--- src/rtl/keccak_arbiter.sv ---
// Round-robin arbiter/sequencer sharing one keccak core among N_REQ requesters.
// The core must be reset by the same i_rstn so both sides restart in step.
module keccak_arbiter #(
  parameter int N_REQ = 3,
  parameter int GAP   = 2
) (
  input  logic                 i_clk,
  input  logic                 i_rstn,
  input  logic [N_REQ-1:0]     i_req,
  input  logic [2*N_REQ-1:0]   i_mode,
  input  logic [11*N_REQ-1:0]  i_ibyte_len,
  input  logic [10*N_REQ-1:0]  i_obyte_len,
  input  logic [64*N_REQ-1:0]  i_ibytes,
  input  logic [N_REQ-1:0]     i_ibytes_valid,
  output logic [N_REQ-1:0]     o_ibytes_ready,
  output logic [N_REQ-1:0]     o_gnt,
  output logic [63:0]          o_obytes,
  output logic [N_REQ-1:0]     o_obytes_valid,
  output logic [N_REQ-1:0]     o_done,
  output logic [1:0]           o_k_mode,
  output logic [63:0]          o_k_ibytes,
  output logic                 o_k_ibytes_valid,
  output logic [10:0]          o_k_ibyte_len,
  output logic [9:0]           o_k_obyte_len,
  input  logic [63:0]          i_k_obytes,
  input  logic                 i_k_obytes_valid,
  input  logic                 i_k_ibytes_ready
);

  localparam int IW = (N_REQ > 1) ? $clog2(N_REQ) : 1;
  localparam int GW = (GAP > 1) ? $clog2(GAP) : 1;

  localparam logic [2:0] S_IDLE  = 3'd0;
  localparam logic [2:0] S_GRANT = 3'd1;
  localparam logic [2:0] S_BUSY  = 3'd2;
  localparam logic [2:0] S_DONE  = 3'd3;
  localparam logic [2:0] S_GAP   = 3'd4;

  logic [2:0]       state_reg;
  logic [IW-1:0]    ptr_reg;
  logic [IW-1:0]    idx_reg;
  logic [N_REQ-1:0] gnt_reg;
  logic [1:0]       mode_reg;
  logic [10:0]      ilen_reg;
  logic [9:0]       olen_reg;
  logic [7:0]       out_words_reg;
  logic [7:0]       word_cnt_reg;
  logic [GW-1:0]    gap_cnt_reg;

  logic [1:0]  mode_arr   [N_REQ];
  logic [10:0] ilen_arr   [N_REQ];
  logic [9:0]  olen_arr   [N_REQ];
  logic [63:0] ibytes_arr [N_REQ];

  logic          busy;
  logic          found;
  logic [IW-1:0] win_idx;
  logic [10:0]   olen_eff;
  logic [7:0]    out_words_c;

  assign busy = (state_reg == S_BUSY);

  for (genvar gi = 0; gi < N_REQ; gi++) begin : g_slice
    assign mode_arr[gi]   = i_mode[2*gi +: 2];
    assign ilen_arr[gi]   = i_ibyte_len[11*gi +: 11];
    assign olen_arr[gi]   = i_obyte_len[10*gi +: 10];
    assign ibytes_arr[gi] = i_ibytes[64*gi +: 64];
    assign o_done[gi]     = (state_reg == S_DONE) && (idx_reg == IW'(gi));
  end

  // First pending request strictly after the pointer, wrapping around.
  always_comb begin
    int cand;
    cand    = 0;
    found   = 1'b0;
    win_idx = ptr_reg;
    for (int k = 1; k <= N_REQ; k++) begin
      cand = (int'(ptr_reg) + k) % N_REQ;
      if (!found && i_req[cand]) begin
        found   = 1'b1;
        win_idx = IW'(cand);
      end
    end
  end

  // SHA3 digests have fixed lengths; only SHAKE uses the requested length.
  always_comb begin
    olen_eff = {1'b0, olen_reg};
    if (mode_reg[1]) olen_eff = mode_reg[0] ? 11'd64 : 11'd32;
    out_words_c = 8'((olen_eff + 11'd7) >> 3);
  end

  always_ff @(posedge i_clk or negedge i_rstn) begin
    if (!i_rstn) begin
      state_reg     <= S_IDLE;
      ptr_reg       <= IW'(N_REQ - 1);
      idx_reg       <= '0;
      gnt_reg       <= '0;
      mode_reg      <= '0;
      ilen_reg      <= '0;
      olen_reg      <= '0;
      out_words_reg <= '0;
      word_cnt_reg  <= '0;
      gap_cnt_reg   <= '0;
    end else begin
      case (state_reg)
        S_IDLE: begin
          if (found) begin
            gnt_reg   <= {{(N_REQ-1){1'b0}}, 1'b1} << win_idx;
            idx_reg   <= win_idx;
            ptr_reg   <= win_idx;
            mode_reg  <= mode_arr[win_idx];
            ilen_reg  <= ilen_arr[win_idx];
            olen_reg  <= olen_arr[win_idx];
            state_reg <= S_GRANT;
          end
        end
        S_GRANT: begin
          out_words_reg <= out_words_c;
          if (out_words_c == 8'd0) begin
            gnt_reg   <= '0;
            state_reg <= S_DONE;
          end else begin
            state_reg <= S_BUSY;
          end
        end
        S_BUSY: begin
          if (i_k_obytes_valid) begin
            word_cnt_reg <= word_cnt_reg + 8'd1;
            if (word_cnt_reg + 8'd1 == out_words_reg) begin
              gnt_reg   <= '0;
              state_reg <= S_DONE;
            end
          end
        end
        S_DONE: begin
          word_cnt_reg <= '0;
          gap_cnt_reg  <= '0;
          state_reg    <= (GAP == 0) ? S_IDLE : S_GAP;
        end
        S_GAP: begin
          if (gap_cnt_reg == GW'(GAP - 1)) state_reg <= S_IDLE;
          else gap_cnt_reg <= gap_cnt_reg + GW'(1);
        end
        default: state_reg <= S_IDLE;
      endcase
    end
  end

  assign o_gnt            = gnt_reg;
  assign o_k_mode         = mode_reg;
  assign o_k_ibyte_len    = ilen_reg;
  assign o_k_obyte_len    = olen_reg;
  assign o_k_ibytes       = busy ? ibytes_arr[idx_reg] : '0;
  assign o_k_ibytes_valid = busy & i_ibytes_valid[idx_reg];
  assign o_ibytes_ready   = busy ? (gnt_reg & {N_REQ{i_k_ibytes_ready}}) : '0;
  assign o_obytes         = busy ? i_k_obytes : '0;
  assign o_obytes_valid   = busy ? (gnt_reg & {N_REQ{i_k_obytes_valid}}) : '0;

endmodule

--- config.mk ---
export PLATFORM = sky130hd
export DESIGN_NAME = keccak_arbiter
export DESIGN_NICKNAME = d
export VERILOG_FILES = /design/src/rtl/keccak_arbiter.sv
export SDC_FILE = /design/constraint.sdc
export NUM_CORES = 1
export LEC_CHECK = 0
export BUFFER_PORTS_ARGS = -buffer_cell sky130_fd_sc_hd__clkbuf_2
export CORE_AREA = 3 3 191 193
export CTS_BUF_LIST = sky130_fd_sc_hd__clkbuf_2 sky130_fd_sc_hd__clkbuf_4 sky130_fd_sc_hd__clkbuf_8
export CTS_CLUSTER_DIAMETER = 100
export DETAILED_ROUTE_END_ITERATION = 10
export DIE_AREA = 0 0 194 196
export GPL_TIMING_DRIVEN = 0
export PLACE_DENSITY = 0.46
export SYNTH_ARGS = -nofsm -noshare
export SYNTH_HDL_FRONTEND = slang
export SYNTH_SLANG_ARGS = --single-unit
--- constraint.sdc ---
create_clock -name i_clk -period 2.5 [get_ports i_clk]
set_input_delay 0.125 -clock i_clk [delete_from_list [all_inputs] [get_ports i_clk]]
set_output_delay 0.125 -clock i_clk [all_outputs]
set_load 0.01 [all_outputs]
==> results of run 1 <==
-- tightest hold or removal path, stage by stage --
cell and delay (ns):
clkbuf_2 0.08, inv_1 0.04, o221ai_1 0.11
-- per-layer routing --
metal | track usage [%] | vias up
li1 | - | 3557
met1 | 18.9 | 3331
met2 | 27.9 | 302
met3 | 3.43 | 32
met4 | 3.80 | 6
met5 | 0 | -
-- timing repair --
item / in CTS / in global routing
endpoints found under the hold margin: 0 / 22
cloned: 0 / 1
pin swaps: 5 / 14
hold buffers: 0 / 1
buffers inserted: 11 / 5
setup endpoints to repair: 125 / 89
gates resized for setup: 56 / 38
-- cells in the final DEF (no fill, tap or decap), drive strengths merged, types with 2 or more instances in the layout --
cell      n
clkbuf  543
nor2    149
mux2i    91
a21oi    74
and3     71
dfrtp    48
buf      43
nand2    42
inv      35
o221ai   24
o21ai    19
xnor2    13
nand3     9
a22o      6
xor2      6
o31ai     6
diode     5
nor3      5
nor2b     4
o211ai    3
ha        3
nand2b    2
a31oi     2
a21o      2
and4      2
or2       2
a211oi    2
o32ai     2
nor4      2
mux2      2
-- kinds of logic after synthesis --
kind of cell    Yosys count
xor+xnor                 19
buf+inv                 104
flops                    49
fa+ha+maj                 4
simple gates            295
compound gates          153
mux                      93
-- worst max-delay path by stage --
stage | startpoint | cells after the start | end
global placement | ptr_reg[0] | 13 | o_k_obyte_len[3]
CTS | ptr_reg[1] | 10 | o_k_obyte_len[4]
floorplan | ptr_reg[1] | 10 | o_k_ibyte_len[0]
detailed placement | ptr_reg[0] | 13 | o_k_ibyte_len[6]
finish | ptr_reg[1] | 11 | o_k_mode[0]
global route | ptr_reg[1] | 11 | o_k_mode[1]
-- stage by stage --
stage,hold slack [ns],std cells,TNS [ns]
after floorplan,-0.171,717,0
after global placement,0.417,1668,-16.24
after global routing,0.0708,1696,-2.53
final,0.0831,1696,-0.128
after CTS,0.0676,1685,-0.00674
after detailed placement,0.413,1668,-15.86
-- power breakdown --
part	internal (W)	leakage (nW)	switching [W]	total, W
Clock	0.000195	0.0444	0.000293	0.000488
Sequential	0.00114	0.625	0.000349	0.00148
Combinational	0.00343	4.36	0.00433	0.00776
-- area by class of cell --
| class | count | area, um2 | area share, % |
|---|---|---|---|
| Tap cell | 455 | 569 | 6.47 |
| Timing Repair Buffer | 515 | 2670 | 30.3 |
| Buffer | 67 | 405 | 4.61 |
| Antenna cell | 5 | 12.5 | 0.142 |
| Sequential cell | 49 | 1230 | 14.0 |
| Clock buffer | 5 | 68.8 | 0.782 |
| Multi-Input combinational cell | 564 | 3700 | 42.1 |
| Inverter | 34 | 133 | 1.51 |
| Clock inverter | 2 | 13.8 | 0.156 |
==> out/results.tsv, run 1 <==
metric	value	unit
status	complete, but fails checks	
violations	setup timing	
portBuffers	496	
path_delay_family	compound AO/OA/AOI/OAI gates	
powerDensity	1110	nW/um2
via_per_inst	4.26	
hpwlAfterDp	27500	um
timing.fmax	395	MHz
drt_first_iter_violations	310	
setup_viol	9	
final_area	8790	um2
critPathMaxFanout	9	
ys.flop_type	dfrtp_1	
yosysMostFrequentCell	nor2_1	
synth_area_leader_cell	dfrtp_1	
synth_area	5170	um2
start_util	14.9	%
synth_adder_area_share	0.920	%
grt_pass1_wl	46100	um
crit_required	2.69	ns
first_pass_iters	5	
die-area	38000	um2
cp_slowest_cell	dfstp_2	
ys_types	59	
max_stage_delay	0.55	ns
synth-simple-area-share	26.7	%
gp_congestion	0.906	
clock_latency	0.31	ns
p_leak	5.03	nW
overflow	0	
dp_slack	-0.672	ns
reg2reg_from	ptr_reg[1]	
antenna_found_initial	9	
rsz0062_at_grt	yes	
synth_area_leaders	dfrtp_1, mux2i_1, nor2_1	
setup.worst_path.end_class	flop	
min_period_over_period	101	%
dpl-instance-area	8230	um2
cap_violations	0	
cts_buffer_depth	2	
ant_nets	0	
maxSlewHeadroom	53.7	%
vias	7228	
core_area	34700	um2
synth_compound_area_share	18.8	%
ir_drop	0.000477	V
worstMarginPinSlew	0.688	ns
cts_root_buffer	clkbuf_8	
dr_wl_met3	2090	um
setup.worst_path.class	reg2reg	
met2WireLength	16300	um
fin_crit	2.53	ns
hold_path_class	in2reg	
die_w	194	um
drive_gt1_share	48.4	%
ys_async_sr_fraction	100	%
wl_per_cell	18.9	um
fillers	3951	
synthMuxAreaShare	18.1	%
first_global_vias	7417	
worstReg2RegEnd	o_k_mode[0]	
synth_nets	1055	
ys_seq_area_share	23.7	%
top_layer	met5	
synth-xor-area-share	3.22	%
grt_start_max_net_pins	50	
clk_pin_slew	0.10	ns
yosys_warnings	0	
syn_to_final_growth	70.1	%
finalClockSkew	0.0119	ns
ys_ff_latch	49	
crit_buf_inv	4	
fp-row-count	68	
synth_enable_flop_cells	0	
cts_made_buffers	5	
htree_levels	2	
cts_sinks	49	
fin_nets	1574	
wl_met1	13200	um
largest_reg_flops	11	
slew_viol_final	0	
synthTopCellsByCount	nor2_1, mux2i_1, a21oi_1, and3_1, dfrtp_1	
synth.avg_cell_area	7.21	um2
drc	0	
hold_viol_final	0	
pin_count	499	
startpoint_type	flop	
synthCells	717	
hold_path_startpoint	i_obyte_len[17]	
grt_use_total	15.5	%
cts_tree	done	
setup_slack	-0.0301	ns
crit_arrival	2.72	ns
worstHoldEndpoint	o_k_obyte_len[7]	
reg2reg_slack	-0.03	ns
synth_top_family_by_area	simple AND/OR/NAND/NOR gates	
finalPower	0.00973	W
die_height	196	um
wirelength	32100	um
hold_depth	3	
cpMostUsedCell	buf_6	
r2r.worst_path.cells	11	
yosys.area.top_type_share	23.2	%
cp_cell_sequence	inv_2 -> ha_4 -> buf_6 -> a211oi_2 -> o21a_1 -> a221o_1 -> o32ai_2 -> buf_6 -> buf_12 -> mux2i_1 -> o221ai_1	
post-route-util	25.3	%
Power figures use the tool's default switching activity.
==> run 2, diff against run 1 <==
- ABC_AREA: unset -> 1
- CORE_AREA: 3 3 191 193 -> 3 3 194 196
- DIE_AREA: 0 0 194 196 -> 0 0 197 199
==> run 2 against run 1 <==
The flow now finishes without violations. Flip-flop and latch count stayed put. Via count is 17% higher. Cell area is 3.0% higher. Core utilization is 0.36 points lower. Cell count is 20% higher. Count of clock-buffer cells in the layout is 2 higher. Clock power is 3% higher. Critical path type unchanged. Critical endpoint is now o_k_obyte_len[7]. Largest cell class unchanged. Highest routed layer unchanged.
==> out/results.tsv, run 2 <==
metric	value	unit	change
fin_crit	2.35	ns	-0.177 ns
hold_viol_final	0		unchanged
fillers	4225		+6.9%
hold_path_class	in2reg		
ys_async_sr_fraction	100	%	unchanged
synthTopCellsByCount	nand2_1, nand3_1, inv_1, nor2_1, dfrtp_1		
p_leak	5.89	nW	+17%
finalClockSkew	0.00837	ns	-0.00355 ns
grt_pass1_wl	46400	um	+0.66%
ir_drop	0.000945	V	+98%
synth_area_leaders	nand2_1, dfrtp_1, nand3_1		
setup.worst_path.class	reg2reg		
ys_seq_area_share	22.2	%	-1.5 points
first_pass_iters	5		unchanged
overflow	0		unchanged
yosysMostFrequentCell	nand2_1		
final_area	9060	um2	+3.0%
yosys_warnings	0		unchanged
dp_slack	-0.944	ns	-0.272 ns
post-route-util	25.0	%	-0.36 points
status	finished clean		
drt_first_iter_violations	467		+51%
cts_buffer_depth	2		unchanged
crit_required	2.75	ns	+0.06 ns
cts_sinks	49		unchanged
cts_made_buffers	5		unchanged
synth.avg_cell_area	5.30	um2	-27%
layout_commonest_cell	clkbuf_2		
reg2reg_slack	0.15	ns	+0.18 ns
antenna_found_initial	1		-8
crit_arrival	2.60	ns	-0.12 ns
clock_latency	0.30	ns	about the same
grt_start_max_net_pins	50		unchanged
synth_area_leader_cell	nand2_1		
pin_count	499		unchanged
max_stage_delay	0.42	ns	-0.13 ns
htree_levels	2		unchanged
min_period_over_period	94.1	%	-7.1 points
die_w	197	um	+1.5%
largest_reg_flops	11		unchanged
tns	0	ns	+0.128 ns
clk_pin_slew	0.10	ns	about the same
startpoint_type	flop		
timing.fmax	425	MHz	+7.5%
gp_congestion	0.868		-4.2%
vias	8436		+17%
maxSlewHeadroom	58.0	%	+4.4 points
fin_nets	1901		+21%
cts_root_buffer	clkbuf_8		
cp_slowest_cell	dfrtp_1		
ys_ff_latch	49		unchanged
fp-row-count	70		+2.9%
ys.flop_type	dfrtp_1		
worstMarginPinSlew	0.630	ns	-0.0581 ns
powerDensity	1340	nW/um2	+21%
cp_cell_sequence	buf_8 -> clkbuf_16 -> inv_4 -> ha_4 -> nand2_1 -> nand3_2 -> nand2_2 -> inv_2 -> nand2_4 -> nor2_4 -> nand2_2 -> nand2_4 -> inv_8 -> nor2_8 -> clkbuf_16 -> nand2_1 -> nand3_1 -> nand2_1 -> nand2_1		
cpMostUsedCell	nand2_1		
critPathMaxFanout	7		-2
most-common-layout-cells	clkbuf_2, nand2_1, nand3_1		
synth_area	5520	um2	+6.8%
dpl-instance-area	8600	um2	+4.6%
synth_nets	1380		+31%
setup.worst_path.end_class	flop		
syn_to_final_growth	64.0	%	
grt_use_total	15.3	%	-0.26 points
antenna_cells	0		-5
core_area	36300	um2	+4.5%
die-area	39200	um2	+3.1%
via_per_inst	4.15		-2.6%
die_height	199	um	+1.5%
first_global_vias	7786		+5.0%
ant_nets	0		unchanged
synth_enable_flop_cells	0		unchanged
ys_types	36		-39%
cts_tree	done		
wirelength	33200	um	+3.4%
cap_violations	0		unchanged
drive_gt1_share	38.4	%	-10 points
wl_per_cell	16.4	um	-14%
synthCells	1042		+45%
drc	0		unchanged
yosys.area.top_type_share	25.2	%	+1.9 points
portBuffers	498		+0.40%
hpwlAfterDp	28400	um	+3.3%
setup_viol	0		-9
slew_viol_final	0		unchanged
start_util	15.2	%	+0.33 points
setup_slack	0.147	ns	+0.177 ns
[run 2: critical path, delay by kind of cell, from the launching register on]
| kind | cells | cell delay, ns |
|---|---|---|
| buf+inv | 6 | 0.70 |
| flops | 1 | 0.42 |
| simple gates | 12 | 1.01 |
| fa+ha+maj | 1 | 0.16 |
[run 2: final cells by class]
class	count	area, um2	area share (%)
plain buffers	57	373	4.12
well taps	468	586	6.46
inverters	176	676	7.46
flip-flops and latches	49	1230	13.6
multi-input cells	759	3430	37.9
repair buffers	515	2670	29.5
clock inverters	1	7.51	0.0829
clock buffers	7	83.8	0.926
[run 2: path summary, 6_finish.rpt]
check                           startpoint                to  cells after the start
max                             ptr_reg[0]  o_k_obyte_len[7]                     19
max reg2reg                     ptr_reg[0]  o_k_obyte_len[7]                     19
min reg2reg                    gap_cnt_reg      state_reg[2]                      1
min in group asynchronous           i_rstn  o_k_ibyte_len[5]                      2
min                        i_ibyte_len[17]  o_k_ibyte_len[6]                      5
max in group asynchronous           i_rstn  out_words_reg[2]                      3
[run 2: routing by layer]
| layer | track usage (%) | vias to the layer above | part of all wire [%] |
|---|---|---|---|
| met1 | 20.4 | 3818 | 43 |
| met4 | 1.93 | 2 | 0.98 |
| met3 | 4.27 | 21 | 8.6 |
| met2 | 25.4 | 350 | 47 |
| met5 | 0 | - | 0.039 |
| li1 | - | 4245 | - |
[run 2: logic make-up after synthesis]
group,share of synthesized area [%]
mux,0.181
buf+inv,17.2
flops,22.2
compound gates,2.90
fa+ha+maj,0.680
simple gates,56.5
xor+xnor,0.317
[run 2: power breakdown]
group | internal, W | total, W | switching [W]
sequential | 0.00117 | 0.00152 | 0.000347
combinational | 0.00383 | 0.0101 | 0.00629
clock | 0.000221 | 0.000501 | 0.000281
[run 2: timing repair]
item / 4_1_cts / 5_1_grt
cloned: 0 / 2
endpoints found under the setup margin: 158 / 77
pin swaps: 2 / 10
setup buffers: 3 / 10
hold buffers: 0 / 1
hold endpoints to repair: 0 / 22
resized for setup: 19 / 55
[run 2: per-stage QoR]
stage / power, W / instances / hold WS [ns]
floorplan: 0.00733 / 1042 / -0.171
detailed placement: 0.0106 / 2008 / 0.437
global route: 0.0134 / 2032 / 0.140
finish: 0.0121 / 2032 / 0.116
CTS: 0.0114 / 2018 / 0.109
global placement: 0.0106 / 2008 / 0.433
==> run 3, diff against run 2 <==
- GPL_ROUTABILITY_DRIVEN: unset -> 0
- RECOVER_POWER: unset -> 100
==> run 3 against run 2 <==
Global-route usage did not move. Via count is 0.53% higher. Wire length grew 0.35%. Largest cell class unchanged. Cell count did not move. Die area stayed put. Sequential share of layout area increased by 0.21 points. Register-to-register slack barely moved. Hold slack better by 0.0014 ns. Critical path depth unchanged. Clock skew is 0.00083 ns lower. Count of clock-buffer cells in the layout did not move.
==> out/results.tsv, run 3 (same netlist as run 2, synthesis figures left out) <==
metric	value	unit	change
p_sw_share	57.6	%	+0.57 points
setup_viol	0		unchanged
overflow	0		unchanged
die-area	39200	um2	unchanged
first_global_vias	7786		unchanged
ir_drop	0.000947	V	+0.25%
powerDensity	1350	nW/um2	+0.48%
hold_path_class	in2reg		
cts_buffer_depth	2		unchanged
final_area	8920	um2	-1.5%
drive_gt1_share	32.1	%	-6.3 points
cp_cell_sequence	buf_8 -> clkbuf_16 -> inv_4 -> ha_4 -> nand2_1 -> nand3_2 -> nand2_2 -> inv_2 -> nand2_4 -> nor2_4 -> nand2_2 -> nand2_4 -> inv_8 -> nor2_8 -> clkbuf_16 -> nand2_1 -> nand3_1 -> nand2_1 -> nand2_1		
dp_slack	-0.944	ns	unchanged
cap_violations	0		unchanged
hold_viol_final	0		unchanged
largest_reg_flops	11		unchanged
die_height	199	um	unchanged
wl_per_cell	16.4	um	+0.35%
comb_power_share	83.2	%	-0.2 points
core_area	36300	um2	unchanged
maxSlewHeadroom	3.82	%	-54 points
max_stage_delay	0.42	ns	about the same
status	finished clean		
start_util	15.2	%	unchanged
first_pass_iters	5		unchanged
min_period_over_period	94.1	%	about the same
fillers	4268		+1.0%
seqPwrFrac	12.6	%	about the same
setup.worst_path.end_class	flop		
portBuffers	498		unchanged
antenna_found_initial	1		unchanged
crit_buf_inv	6		unchanged
wirelength	33300	um	+0.35%
fp-row-count	70		unchanged
fin_crit	2.35	ns	-0.00133 ns
hpwlAfterDp	28400	um	unchanged
p_leak	5.56	nW	-5.5%
power_switching	0.00692	W	about the same
timing.fmax	425	MHz	about the same
grt_start_max_net_pins	50		unchanged
drt_first_iter_violations	504		+7.9%
finalClockSkew	0.00754	ns	-0.000832 ns
cts_made_buffers	5		unchanged
post-route-util	24.6	%	-0.38 points
layout_commonest_cell	clkbuf_2		
clk_pin_slew	0.10	ns	about the same
grt_use_total	15.3	%	unchanged
pin_count	499		unchanged
most-common-layout-cells	clkbuf_2, nand2_1, nand3_1		
cpMostUsedCell	nand2_1		
ant_nets	0		unchanged
setup.worst_path.class	reg2reg		
crit_arrival	2.60	ns	about the same
critPathMaxFanout	7		unchanged
worstMarginPinSlew	1.44	ns	+0.813 ns
crit_required	2.75	ns	about the same
clock_latency	0.30	ns	about the same
vias	8481		+0.53%
pwr-share-clk	4.2	%	about the same
antenna_cells	0		unchanged
dpl-instance-area	8600	um2	unchanged
startpoint_type	flop		
grt_pass1_wl	46400	um	unchanged
htree_levels	2		unchanged
cts_sinks	49		unchanged
cp_slowest_cell	dfrtp_1		
r2r.worst_path.cells	19		unchanged
hold_depth	5		unchanged
fin_nets	1901		unchanged
cts_root_buffer	clkbuf_8		
setup_slack	0.148	ns	+0.00133 ns
die_w	197	um	unchanged
slew_viol_final	0		unchanged
via_per_inst	4.17		+0.53%
cts_tree	done		
power.internal	0.00510	W	-2.3%
path_delay_family	simple AND/OR/NAND/NOR gates		
drc	0		unchanged
syn_to_final_growth	61.6	%	
critical_path_depth	19		unchanged
## run 3: repair_timing
action                                  4_1_cts  5_1_grt
setup buffers                                 3       10
pin swaps                                     2       10
hold buffers                                  0        1
gates resized for setup                      19       55
gates cloned                                  0        2
endpoints found under the setup margin      158       77
hold endpoints to repair                      0       22
## run 3: worst paths after layout
check	endpoint	start	slack, ns
max in group asynchronous	out_words_reg[2]	i_rstn	0.43
setup reg to reg	o_k_obyte_len[7]	ptr_reg[0]	0.15
setup / recovery	o_k_obyte_len[7]	ptr_reg[0]	0.15
hold reg to reg	state_reg[2]	gap_cnt_reg	0.47
hold / removal	o_k_ibyte_len[4]	i_ibyte_len[15]	0.12
min in group asynchronous	o_k_ibyte_len[5]	i_rstn	0.68
## run 3: metrics by stage
stage	total power, W	TNS (ns)	instances	hold WS [ns]
5_1_grt	0.0133	-0.0343	2032	0.140
4_1_cts	0.0114	0	2018	0.109
2_1_floorplan	0.00733	0	1042	-0.171
3_3_place_gp	0.0106	-27.67	2008	0.433
3_5_place_dp	0.0106	-28.22	2008	0.437
6_report	0.0120	0	2032	0.117
## run 3: power by group through the flow
stage	sequential [W]	combinational [W]	clock (W)
2_1_floorplan	0.00150	0.00584	0
5_1_grt	0.00158	0.0112	0.000558
3_5_place_dp	0.00153	0.00911	0
3_3_place_gp	0.00152	0.00911	0
6_report	0.00152	0.0100	0.000501
4_1_cts	0.00153	0.00931	0.000521
## run 3: final cells by class
cell class | instances | area (um2) | share of cell area, %
multi-input combinational | 759 | 3430 | 38.5
clock inverter | 1 | 7.51 | 0.0842
timing repair buffer | 515 | 2530 | 28.4
clock buffer | 7 | 83.8 | 0.940
sequential | 49 | 1230 | 13.8
inverter | 176 | 676 | 7.57
tap | 468 | 586 | 6.56
buffer | 57 | 373 | 4.18
## run 3: per-layer routing
metal | GRT usage [%] | up-vias | routed length [um] | share of wire [%]
met4 | 1.93 | 2 | 310 | 0.93
li1 | - | 4244 | - | -
met2 | 25.4 | 357 | 15700 | 47
met5 | 0 | - | 13 | 0.039
met1 | 20.4 | 3860 | 14500 | 43
met3 | 4.27 | 18 | 2900 | 8.7
## run 3: tightest hold or removal path, cell delays in order
cell and delay, ns:
clkbuf_2 0.09, nand2_2 0.05, nand3_2 0.05, nand2_1 0.04
nand2_1 0.05
